<file path="src/rtl/frame_sequencer.sv">
// rtl/frame_sequencer.sv - raster frame sequencer feeding pixels to the Hough datapath
//
// Purpose:
//   Accepts a frame request, latches its dimensions and pulls Width x Height
//   pixels from a valid/ready source. Each accepted pixel is re-emitted one
//   cycle later with line/frame start markers. A Done pulse follows the frame.
//
// Ports:
//   Clk        in   sole clock, rising edge
//   Reset      in   synchronous, active-high
//   Start      in   frame request (honoured in IDLE only)
//   Abort      in   cancel current frame, return to IDLE
//   Width      in   [7:0] pixels per line, latched on Start
//   Height     in   [7:0] lines per frame, latched on Start
//   SrcPixel   in   [PIX_W-1:0] source pixel
//   SrcValid   in   source pixel valid
//   SrcReady   out  sequencer can accept a pixel (state decode only)
//   PixelOut   out  [PIX_W-1:0] registered pixel
//   PixValid   out  PixelOut carries a new pixel this cycle
//   FrameOut   out  first pixel of the frame
//   LineOut    out  first pixel of a line
//   Busy       out  frame in progress
//   Done       out  one-cycle frame completion pulse
//
// Optional feature:
//   FRAME_SEQUENCER_BLANKING_EN - when defined, inserts BLANK idle cycles
//   (SrcReady=0) between lines. When undefined, lines run back-to-back and
//   the BLANK parameter has no effect.

module frame_sequencer #(
  parameter int PIX_W = 8,
  parameter int BLANK = 2
) (
  input  logic             Clk,
  input  logic             Reset,
  input  logic             Start,
  input  logic             Abort,
  input  logic [7:0]       Width,
  input  logic [7:0]       Height,
  input  logic [PIX_W-1:0] SrcPixel,
  input  logic             SrcValid,
  output logic             SrcReady,
  output logic [PIX_W-1:0] PixelOut,
  output logic             PixValid,
  output logic             FrameOut,
  output logic             LineOut,
  output logic             Busy,
  output logic             Done
);

  if (BLANK < 1 || BLANK > 255) begin : g_blank_range
    $error("frame_sequencer: BLANK must be within 1..255");
  end

`ifdef FRAME_SEQUENCER_BLANKING_EN
  typedef enum logic [1:0] {
    S_IDLE  = 2'd0,
    S_LINE  = 2'd1,
    S_DONE  = 2'd2,
    S_BLANK = 2'd3
  } state_t;
`else
  typedef enum logic [1:0] {
    S_IDLE  = 2'd0,
    S_LINE  = 2'd1,
    S_DONE  = 2'd2
  } state_t;
`endif

  state_t     state;
  state_t     next_state;
  logic [7:0] x_cnt;
  logic [7:0] y_cnt;
  logic [7:0] width_q;
  logic [7:0] height_q;
  logic       xfer;
  logic       last_x;
  logic       last_y;
  logic       zero_dim;
  logic       next_busy;

  assign SrcReady = (state == S_LINE);

  // Abort wins over a pending handshake, so an aborted transfer is dropped
  // rather than emitted.
  assign xfer     = (state == S_LINE) && SrcValid && !Abort;
  assign last_x   = (x_cnt == (width_q - 8'd1));
  assign last_y   = (y_cnt == (height_q - 8'd1));
  assign zero_dim = (Width == 8'd0) || (Height == 8'd0);

`ifdef FRAME_SEQUENCER_BLANKING_EN
  logic [7:0] blank_cnt;
  logic       blank_done;

  assign blank_done = (blank_cnt == 8'd0);

  // Loaded with BLANK-1 on the last pixel of a non-final line; the BLANK
  // state lasts while it counts down to zero, i.e. exactly BLANK cycles.
  always_ff @(posedge Clk) begin
    if (Reset) begin
      blank_cnt <= 8'd0;
    end else if (xfer && last_x && !last_y) begin
      blank_cnt <= 8'(BLANK - 1);
    end else if ((state == S_BLANK) && !blank_done) begin
      blank_cnt <= blank_cnt - 8'd1;
    end
  end
`endif

  always_ff @(posedge Clk) begin
    if (Reset) begin
      state <= S_IDLE;
    end else begin
      state <= next_state;
    end
  end

  always_comb begin
    next_state = state;
    case (state)
      S_IDLE: begin
        if (Start) begin
          next_state = zero_dim ? S_DONE : S_LINE;
        end
      end
      S_LINE: begin
        if (xfer && last_x) begin
          if (last_y) begin
            next_state = S_DONE;
          end else begin
`ifdef FRAME_SEQUENCER_BLANKING_EN
            next_state = S_BLANK;
`else
            next_state = S_LINE;
`endif
          end
        end
      end
`ifdef FRAME_SEQUENCER_BLANKING_EN
      S_BLANK: begin
        if (blank_done) begin
          next_state = S_LINE;
        end
      end
`endif
      S_DONE: begin
        next_state = S_IDLE;
      end
      default: begin
        next_state = S_IDLE;
      end
    endcase
    if (Abort) begin
      next_state = S_IDLE;
    end
  end

  always_comb begin
    next_busy = (next_state == S_LINE);
`ifdef FRAME_SEQUENCER_BLANKING_EN
    if (next_state == S_BLANK) begin
      next_busy = 1'b1;
    end
`endif
  end

  always_ff @(posedge Clk) begin
    if (Reset) begin
      x_cnt    <= 8'd0;
      y_cnt    <= 8'd0;
      width_q  <= 8'd0;
      height_q <= 8'd0;
      PixelOut <= '0;
      PixValid <= 1'b0;
      FrameOut <= 1'b0;
      LineOut  <= 1'b0;
      Busy     <= 1'b0;
      Done     <= 1'b0;
    end else begin
      PixValid <= xfer;
      LineOut  <= xfer && (x_cnt == 8'd0);
      FrameOut <= xfer && (x_cnt == 8'd0) && (y_cnt == 8'd0);
      Busy     <= next_busy;
      // Done trails the one-cycle DONE state so it lands after the last pixel.
      Done     <= (state == S_DONE) && !Abort;
      if (xfer) begin
        PixelOut <= SrcPixel;
      end
      if ((state == S_IDLE) && Start && !Abort) begin
        width_q  <= Width;
        height_q <= Height;
        x_cnt    <= 8'd0;
        y_cnt    <= 8'd0;
      end else if (xfer) begin
        if (last_x) begin
          x_cnt <= 8'd0;
          if (!last_y) begin
            y_cnt <= y_cnt + 8'd1;
          end
        end else begin
          x_cnt <= x_cnt + 8'd1;
        end
      end
    end
  end

endmodule

</file>
<file path="config.mk">
export PLATFORM = sky130hd
export DESIGN_NAME = frame_sequencer
export DESIGN_NICKNAME = d
export VERILOG_FILES = /design/src/rtl/frame_sequencer.sv
export SDC_FILE = /design/constraint.sdc
export NUM_CORES = 1
export LEC_CHECK = 0
export ABC_AREA = 1
export BUFFER_PORTS_ARGS = -buffer_cell sky130_fd_sc_hd__buf_4
export CAP_MARGIN = 5
export CORE_MARGIN = 2
export CORE_UTILIZATION = 35
export CTS_BUF_LIST = sky130_fd_sc_hd__clkbuf_4 sky130_fd_sc_hd__clkbuf_8
export DETAILED_ROUTE_END_ITERATION = 7
export SYNTH_ARGS = -nofsm -noshare
export SYNTH_HDL_FRONTEND = slang
export SYNTH_SLANG_ARGS = --single-unit
</file>
<file path="constraint.sdc">
create_clock -name Clk -period 1.6 [get_ports Clk]
set_input_delay 0.32 -clock Clk [delete_from_list [all_inputs] [get_ports Clk]]
set_output_delay 0.32 -clock Clk [all_outputs]
set_load 0.05 [all_outputs]
</file>
==> flow_metrics.py <==
metrics = {
    "outcome": {
        "status": "finished with violations",
        "violations": "setup timing",
    },
    "timing": {
        "tns_ps": -2361,
        "setup_ws_ps": -181.2,
        "fin_crit_ps": 1781,
        "setup_viol_count_final": 19,
        "rsz0062_at_grt": "true",
        "max_freq_ghz": 0.5614,
        "final-hold-violation-count": 0,
        "drv_slew": 0,
        "worst_pin_slew_ps": 407.3,
        "fin_skew_ps": 16.50,
        "whs_ps": 203.5,
        "finalCritPeriodShare_pct": 111.3,
        "relSlewSlack_pct": 72.85,
    },
    "place": {
        "place.gp.congestion": 0.9209,
        "port_buffers": 42,
        "dpl_cell_area_um2": 3214,
        "dp_cells": 542,
        "dpl.hpwl_um": 5046,
    },
    "floorplan": {
        "die_height_um": 89.63,
        "initial_core_util_pct": 35.76,
        "design.die.area_um2": 8033,
        "io_pins": 43,
        "die_x_um": 89.63,
        "core_um2": 7176,
        "fp-row-count": 31,
    },
    "synthesis": {
        "synth_area_leaders": "dfxtp_1 37%, nand2_1 13%, nor2_1 7.0%",
        "synthMuxAreaShare_pct": 0,
        "ys_seq_area_share_pct": 36.67,
        "ys_ff_latch": 47,
        "netlist.top_cell.by_area": "dfxtp_1",
        "synth_compound_area_share_pct": 12.97,
        "synth_area_per_cell_um2": 6.683,
        "synth_xor_xnor_area_share_pct": 4.437,
        "syn-num-nets": 419,
        "synth_area_um2": 2566,
        "yosysWarnings": 0,
        "syn_inst": 384,
        "ys_types": 30,
        "synth-simple-area-share_pct": 35.06,
        "synth_top_family_by_area": "simple AND/OR/NAND/NOR gates",
        "synthAdderAreaFrac_pct": 2.925,
        "synth_top_area_share_pct": 36.67,
    },
    "global_route": {
        "antenna_found_initial": 0,
        "track_usage_pct": 17.37,
        "grt_pass1_vias": 2478,
        "grt_max_degree": 33,
        "grt_overflow": 0,
        "grt_pass1_wl_um": 10940,
    },
    "critical_path": {
        "cp-end-kind": "register",
        "path_class": "reg -> reg",
        "r2r_start": "width_q[1]$_SDFFE_PP0P_",
        "cp.required_ps": 1840,
        "worstSetupStartpointType": "register",
        "startpoint": "width_q[1]$_SDFFE_PP0P_",
        "arrival_ps": 2020,
        "critPathMaxFanout": 7,
    },
    "cts": {
        "clock_latency_ps": 310,
        "cts_tree": "done",
        "cts.hold.buffers_added": 0,
        "cts_root_buffer": "clkbuf_8",
        "path_clk_slew_ps": 100,
        "numCtsBuffers": 5,
        "clk_path_buf_depth": 2,
        "cts_sinks": 47,
        "cts.htree.levels": 2,
    },
    "drt": {
        "drtPass1Iterations": 4,
        "dr.first_iter.drc_count": 132,
        "ant_nets": 0,
        "drc": 0,
        "avgViaCountPerCell": 4.758,
        "drt-total-wl_um": 6685,
        "vias": 2636,
        "post_drt_wl_per_cell_um": 12.07,
    },
    "cells_and_area": {
        "synthToLayoutAreaGrowth_pct": 36.81,
        "finalNetCount": 489,
        "final_layout_size_suffix_gt1_share_pct": 30.11,
        "final_area_um2": 3511,
        "antenna_cells": 0,
        "fin_cells": 554,
    },
    "power_and_ir_drop": {
        "p_per_area_nw_per_um2": 740.4,
        "peakVddDrop_mv": 0.4063,
        "p_leak_nw": 1.579,
    },
    "job": {
        "max_cap_viol_count": 0,
    },
    "min_path": {
        "min_from": "Reset",
        "min_path_type": "in -> reg",
    },
}
[layout make-up]
type | instances | area [um2]
Inverter | 46 | 172.7
Timing Repair Buffer | 71 | 561.8
Tap cell | 99 | 123.9
Clock buffer | 6 | 76.32
Clock inverter | 2 | 17.52
Fill cell | 748 | 3665
Sequential cell | 47 | 948.4
Multi-Input combinational cell | 283 | 1610
[synthesized netlist by cell type, drive strengths merged]
cell type  count
a211oi         1
a21oi         27
a22oi          1
buf            1
clkbuf         7
dfxtp         47
ha             6
inv           46
nand2         92
nand2b         1
nand3         30
nand4          3
nor2          56
nor3           5
nor3b          3
nor4           8
o21ai         34
o22a           1
or2            2
xnor2          4
xor2           9
[where the power goes]
| group | internal, mW | switching [mW] | leakage, nW |
|---|---|---|---|
| clock network | 0.332 | 0.422 | 0.0488 |
| logic | 0.248 | 0.353 | 1.15 |
| registers | 1.21 | 0.0368 | 0.385 |
| total | 1.79 | 0.811 | 1.58 |
[kinds of logic (layout without fill, tap and decap cells)]
group / Yosys count / count (layout)
compound gates: 64 / 64
xor+xnor: 13 / 13
fa+ha+maj: 6 / 6
buf+inv: 54 / 125
flops: 47 / 47
simple gates: 200 / 200
[per-stage QoR]
step	worst slack, ps	util, %	total power [mW]
final	-181.2	48.93	2.600
after global routing	-254.1	48.93	2.754
after CTS	-162.9	47.95	2.614
after detailed placement	-215.5	44.80	1.802
after global placement	-191.4	44.80	1.795
after floorplan	-17.76	-	1.620
[registers in the layout, summed over array words and instances (netlist names)]
register	count
FrameOut	1
Done	1
PixelOut	8
PixValid	1
height_q	8
LineOut	1
Busy	1
width_q	8
state	2
y_cnt	8
x_cnt	8
[critical path, cell delays in order, from the launching register on]
cell and delay, ps:
dfxtp_2 350, inv_2 50, ha_4 260, inv_2 30, nand2_2 60, nand2_2 70
nor2_1 110, nand3_1 80, nor2_1 90, nand2_1 90, nor2_4 100, nand2_4 100
nor2_8 140, nand2_2 70, a21oi_2 130
[per-layer routing]
| layer | global-route usage, % | up-vias | wire length, um |
|---|---|---|---|
| met1 | 23.61 | 1167 | 3223 |
| li1 | - | 1388 | - |
| met3 | 3.839 | 11 | 404 |
| met2 | 27.14 | 70 | 2926 |
| met5 | 0 | - | 0 |
| met4 | 6.106 | 0 | 130 |
[cell usage in the layout, fill, tap and decap left out, types with 4 or more instances in the layout]
| cell type | count |
|---|---|
| inv_2 | 6 |
| nor2_2 | 7 |
| inv_1 | 40 |
| dfxtp_1 | 41 |
| nand2_1 | 77 |
| nand2_2 | 10 |
| dfxtp_2 | 6 |
| nor2_1 | 43 |
| buf_4 | 68 |
| o21ai_0 | 16 |
| nor4_1 | 8 |
| ha_1 | 4 |
| a21oi_2 | 4 |
| clkbuf_8 | 5 |
| xnor2_1 | 4 |
| o21ai_1 | 16 |
| nor2_4 | 5 |
| nand3_1 | 27 |
| a21oi_1 | 23 |
| xor2_1 | 9 |
[final timing paths]
check	end	slack, ps	cells after the start
worst min-delay path	PixValid$_SDFF_PP0_	200	2
worst min register to register	height_q[7]$_SDFFE_PP0P_	470	2
worst max-delay path	y_cnt[6]$_SDFFE_PP0P_	-180	14
worst max register to register	y_cnt[6]$_SDFFE_PP0P_	-180	14
[timing repair]
item	4_1_cts	5_1_grt
pin swaps	28	9
endpoints found under the setup margin	19	36
resized for setup	25	26
buffers inserted	4	0
No activity file was read; power rests on OpenSTA's default activity.
